### src/rtl/ab_sym_framer.sv
// ab_sym_framer
//   Hunts a serial bit stream for an 8-bit sync word, then packs the next
//   PAYLOAD_SYMS bit pairs into 2-bit symbols and buffers them in a small
//   FIFO for a downstream consumer. An overflowing push drops the symbol,
//   pulses frame_err and aborts the frame back to sync hunting.
//
// Ports
//   clkAB     in   sole clock, rising edge
//   rst       in   synchronous, active-high reset
//   din       in   serial data bit
//   din_vld   in   din qualifier
//   sym_out   out  [1:0] head-of-FIFO symbol (2'b00 when empty)
//   sym_vld   out  FIFO not empty
//   sym_rdy   in   downstream accepts sym_out this cycle
//   in_frame  out  FSM is in PAYLOAD
//   frame_err out  one-cycle pulse on overflow abort
//   fifo_cnt  out  FIFO occupancy, 0..FIFO_DEPTH
module ab_sym_framer #(
  parameter logic [7:0]  SYNC_PATTERN = 8'hA5,
  parameter int unsigned PAYLOAD_SYMS = 4,
  parameter int unsigned FIFO_DEPTH   = 4
) (
  input  logic                          clkAB,
  input  logic                          rst,
  input  logic                          din,
  input  logic                          din_vld,
  output logic [1:0]                    sym_out,
  output logic                          sym_vld,
  input  logic                          sym_rdy,
  output logic                          in_frame,
  output logic                          frame_err,
  output logic [$clog2(FIFO_DEPTH):0]   fifo_cnt
);

  localparam int unsigned AW = $clog2(FIFO_DEPTH);
  localparam int unsigned CW = AW + 1;
  localparam logic [CW-1:0] FULL_CNT = CW'(FIFO_DEPTH);
  localparam logic [7:0]    LAST_SYM = 8'(PAYLOAD_SYMS - 1);

  typedef enum logic {
    HUNT    = 1'b0,
    PAYLOAD = 1'b1
  } state_t;

  state_t        state;
  // Only the last 7 bits are kept: the match is taken on {sr, din}, i.e.
  // the value the 8-bit shift register would hold after this bit.
  logic [6:0]    sr;
  logic          pair;
  logic          sym_hi;
  logic [7:0]    sym_cnt;

  logic [1:0]    mem [FIFO_DEPTH];
  logic [AW-1:0] wr_ptr;
  logic [AW-1:0] rd_ptr;

  logic          pop;
  logic          full;
  logic          push_req;
  logic          push;
  logic          overflow;
  logic          sync_hit;
  logic [1:0]    new_sym;
  logic [AW-1:0] rd_ptr_inc;
  logic [CW-1:0] cnt_nxt;
  logic [1:0]    head_nxt;

  always_comb begin
    pop        = sym_vld && sym_rdy;
    full       = (fifo_cnt == FULL_CNT);
    push_req   = (state == PAYLOAD) && din_vld && pair;
    push       = push_req && (!full || pop);
    overflow   = push_req && full && !pop;
    new_sym    = {sym_hi, din};
    sync_hit   = ({sr, din} == SYNC_PATTERN);
    rd_ptr_inc = rd_ptr + AW'(1);

    cnt_nxt = fifo_cnt;
    if (push && !pop) begin
      cnt_nxt = fifo_cnt + CW'(1);
    end else if (pop && !push) begin
      cnt_nxt = fifo_cnt - CW'(1);
    end

    // Registered head: the incoming symbol bypasses into sym_out whenever
    // it becomes the head (empty FIFO, or popping the last stored entry).
    head_nxt = sym_out;
    if (cnt_nxt == '0) begin
      head_nxt = '0;
    end else if (fifo_cnt == '0) begin
      head_nxt = new_sym;
    end else if (pop) begin
      head_nxt = (fifo_cnt == CW'(1)) ? new_sym : mem[rd_ptr_inc];
    end
  end

  always_ff @(posedge clkAB) begin
    if (!rst && push) begin
      mem[wr_ptr] <= new_sym;
    end
  end

  always_ff @(posedge clkAB) begin
    if (rst) begin
      state     <= HUNT;
      sr        <= '0;
      pair      <= 1'b0;
      sym_hi    <= 1'b0;
      sym_cnt   <= '0;
      wr_ptr    <= '0;
      rd_ptr    <= '0;
      fifo_cnt  <= '0;
      sym_vld   <= 1'b0;
      sym_out   <= '0;
      in_frame  <= 1'b0;
      frame_err <= 1'b0;
    end else begin
      frame_err <= 1'b0;
      fifo_cnt  <= cnt_nxt;
      sym_vld   <= (cnt_nxt != '0);
      sym_out   <= head_nxt;
      if (push) begin
        wr_ptr <= wr_ptr + AW'(1);
      end
      if (pop) begin
        rd_ptr <= rd_ptr_inc;
      end

      case (state)
        HUNT: begin
          if (din_vld) begin
            if (sync_hit) begin
              state    <= PAYLOAD;
              in_frame <= 1'b1;
              sr       <= '0;
              pair     <= 1'b0;
              sym_cnt  <= '0;
            end else begin
              sr <= {sr[5:0], din};
            end
          end
        end
        PAYLOAD: begin
          if (din_vld) begin
            if (!pair) begin
              sym_hi <= din;
              pair   <= 1'b1;
            end else begin
              pair <= 1'b0;
              if (overflow) begin
                frame_err <= 1'b1;
                state     <= HUNT;
                in_frame  <= 1'b0;
                sr        <= '0;
              end else if (sym_cnt == LAST_SYM) begin
                state    <= HUNT;
                in_frame <= 1'b0;
                sr       <= '0;
              end else begin
                sym_cnt <= sym_cnt + 8'd1;
              end
            end
          end
        end
        default: state <= HUNT;
      endcase
    end
  end

endmodule

### config.mk
export PLATFORM = sky130hd
export DESIGN_NAME = ab_sym_framer
export DESIGN_NICKNAME = d
export VERILOG_FILES = /design/src/rtl/ab_sym_framer.sv
export SDC_FILE = /design/constraint.sdc
export NUM_CORES = 1
export LEC_CHECK = 0
export CAP_MARGIN = 20
export CORE_MARGIN = 2
export CORE_UTILIZATION = 55
export DETAILED_ROUTE_END_ITERATION = 8
export HOLD_SLACK_MARGIN = 0.05
export PLACE_DENSITY_LB_ADDON = 0.3
export SLEW_MARGIN = 20
export SYNTH_ARGS = -nofsm -noshare
export SYNTH_HDL_FRONTEND = slang
export SYNTH_SLANG_ARGS = --single-unit
### constraint.sdc
create_clock -name clkAB -period 2.82 [get_ports clkAB]
set_clock_uncertainty 0.15 [all_clocks]
set_input_delay 0.705 -clock clkAB [delete_from_list [all_inputs] [get_ports clkAB]]
set_output_delay 0.705 -clock clkAB [all_outputs]
set_load 0.01 [all_outputs]
==> impl_metrics.ini <==
[run_status]
status = finished, final reports clean

[drt]
detail_route.vias_per_cell = 5.63
ant_nets = 0
num_vias = 1374
wire_per_inst_um = 13.6
routed_wl_um = 3310
dr.pass1.iters = 4
drtIter0Drc = 78
drc = 0

[sta]
rsz0062_at_grt = no
clock.fmax_ghz = 0.423
tightest_slew_ns = 0.408
report.final.hold_viol_count = 0
maxSlewViolCount = 0
slew_headroom_pct = 72.8
period_minus_slack_ns = 2.36
setup_viol = 0
min_period_over_period_pct = 83.8
setup_tns_ns = 0

[power]
p_leak_nw = 0.772
irDropWorstVdd_mv = 0.279
intPower_w = 0.000887
pwr_density_cell_nw_per_um2 = 631
total_power_w = 0.00129
switching_share_pct = 31.3
combPwrFrac_pct = 27.3
p_switching_w = 0.000403
seqPwrFrac_pct = 49.7
p_clk_share_pct = 23.0

[setup_path]
path_class = input pin to flip-flop
cp.required_ns = 2.96
cp_max_fo = 7
rrSetupSlack_ns = 0.57
worstSetupStartpointType = input pin
timing.rr.start = fifo_cnt[0]$_SDFF_PP0_
startpoint = din_vld
reg2reg_depth = 7
cp.arrival_ns = 2.51
critPathCapture = sym_out[0]$_SDFFE_PP0P_
worstSetupEndpointType = flip-flop
r2r_end = sym_out[0]$_SDFFE_PP0P_

[yosys]
yosys_warnings = 0
netlist_area_um2 = 1820
syn_avg_cell_area_um2 = 10.1
ys_ff_latch = 38
synthesis.nets = 193
synthFlopType = dfxtp_1
synth_seq_area_share_pct = 46.3
synth_edf_count = 8
synth-async-reset-ratio_pct = 0
syn-instance-count = 179
yosysUniqueCellTypes = 44

[clock_tree]
numCtsBuffers = 5
clock_latency_ns = 0.34
tritoncts = built
root_buffer = clkbuf_4
htree_levels = 2
clk_path_buf_depth = 2
clk_pin_slew_worst_paths_ns = 0.11
clock-sinks = 38
hold_buffers = 0
postCtsSetupRepairBufs = 0
post_cts_resized = 0

[placed_design]
gp_congestion = 0.844
hpwl_um = 2530
io_buffers = 12

[floorplanning]
rows = 20
die_x_um = 61.5
design.core.area_um2 = 3100
io_pins = 13
die_area_um2 = 3780
die_h_um = 61.5
start_util_pct = 58.5

[global_routing]
grt_pass1_wl_um = 5530
antenna_found_initial = 0
grt.overflow.total = 0
grtUsageTotal_pct = 20.4
grt_pass1_vias = 1317
grt_max_degree = 13

[cells_and_area]
fin_nets = 213
antenna_cells = 0
drive_above_1_share_pct = 13.0
area_delta_synth_final_pct = 12.7

[min_path]
hold_path_startpoint = sr[4]$_SDFFE_PP0P_
min_path_type = flip-flop to flip-flop

[job]
cap_violations = 0
-- cell type report --
cell class | instances | area (µm²)
Clock buffer | 6 | 51.3
Fill cell | 265 | 1060
Tap cell | 44 | 55.1
Timing Repair Buffer | 17 | 158
Sequential cell | 38 | 841
Multi-Input combinational cell | 125 | 883
Clock inverter | 2 | 12.5
Inverter | 12 | 45.0
-- cells in the mapped netlist (all sizes together), types with 5 or more instances --
master | number | area share (%)
a21oi | 7 | 2.6
and3 | 6 | 2.1
dfxtp | 30 | 33
edfxtp | 8 | 13
ha | 9 | 6.2
inv | 11 | 2.3
nand2 | 19 | 4.1
nand3 | 7 | 2.2
nor2 | 19 | 3.9
o21ai | 8 | 2.2
xnor2 | 5 | 2.4
xor2 | 6 | 2.9
-- cells in the final DEF (no fill, tap or decap), types with 4 or more instances in the layout --
| cell | netlist | layout |
|---|---|---|
| mux2i_1 | 4 | 4 |
| nand2_1 | 18 | 18 |
| o21ai_0 | 5 | 5 |
| edfxtp_1 | 8 | 8 |
| nor2_1 | 19 | 19 |
| dfxtp_1 | 30 | 30 |
| inv_1 | 11 | 11 |
| a21oi_1 | 4 | 4 |
| nand3_1 | 6 | 6 |
| clkdlybuf4s50_1 | 0 | 12 |
| xnor2_1 | 5 | 5 |
| clkbuf_4 | 0 | 5 |
| ha_1 | 9 | 9 |
| and3_1 | 6 | 6 |
| buf_4 | 0 | 5 |
| xor2_1 | 6 | 6 |
-- per-stage QoR --
step | cells | setup slack, ns | util (%) | hold WS [ns] | area [µm²]
after floorplan | 179 | 0.799 | - | 0.276 | 1820
after global placement | 236 | 0.147 | 63.9 | 0.292 | 1980
after detailed placement | 236 | 0.0913 | 63.9 | 0.310 | 1980
after CTS | 244 | 0.460 | 65.9 | 0.327 | 2050
after global routing | 244 | 0.356 | 65.9 | 0.373 | 2050
final | 244 | 0.458 | 65.9 | 0.327 | 2050
-- state kept, by name, indices dropped and copies added, names as in the netlist --
name / cells
mem: 8
sym_cnt: 8
sr: 7
fifo_cnt: 3
rd_ptr: 2
sym_out: 2
wr_ptr: 2
frame_err: 1
in_frame: 1
pair: 1
state: 1
sym_hi: 1
sym_vld: 1
-- layer usage --
metal  up-vias  GRT usage (%)  routed length, µm
met4         0           8.81                 76
met1       654           22.7               1400
met5         -              0                  0
met2        44           35.4               1650
li1        668              -                  -
met3         8           6.93                181
-- power groups by stage --
| stage | clock network (W) | registers [W] | logic (W) |
|---|---|---|---|
| 4_1_cts | 0.000306 | 0.000641 | 0.000352 |
| 5_1_grt | 0.000329 | 0.000647 | 0.000394 |
| 6_report | 0.000297 | 0.000641 | 0.000353 |
| 3_5_place_dp | 0 | 0.000653 | 0.000352 |
| 3_3_place_gp | 0 | 0.000648 | 0.000335 |
| 2_1_floorplan | 0 | 0.000655 | 0.000226 |
-- kinds of logic (layout without fill, tap and decap cells) --
| family | after synthesis | count (layout) | synth area share [%] |
|---|---|---|---|
| buf+inv | 16 | 37 | 5.03 |
| compound gates | 30 | 30 | 12.5 |
| fa+ha+maj | 9 | 9 | 6.20 |
| flops | 38 | 38 | 46.3 |
| mux | 7 | 7 | 5.31 |
| simple gates | 68 | 68 | 19.3 |
| xor+xnor | 11 | 11 | 5.31 |
-- worst max-delay path, cell delays in order --
cell	delay [ns]
clkdlybuf4s50_1	0.51
nand3_1	0.26
and3_1	0.30
a22o_1	0.20
o311ai_2	0.34
o211a_1	0.19
-- how the worst min path moves through the flow --
| stage | to | slack, ns | cells after the start |
|---|---|---|---|
| 2_1_floorplan | sr[5]$_SDFFE_PP0P_ | 0.28 | 2 |
| 3_3_place_gp | sr[5]$_SDFFE_PP0P_ | 0.29 | 2 |
| 3_5_place_dp | sr[5]$_SDFFE_PP0P_ | 0.31 | 2 |
| 4_1_cts | sr[5]$_SDFFE_PP0P_ | 0.33 | 2 |
| 5_1_grt | sym_out[0]$_SDFFE_PP0P_ | 0.37 | 1 |
| 6_report | sr[5]$_SDFFE_PP0P_ | 0.33 | 2 |
Note: power is estimated with default switching activity, not from simulation.
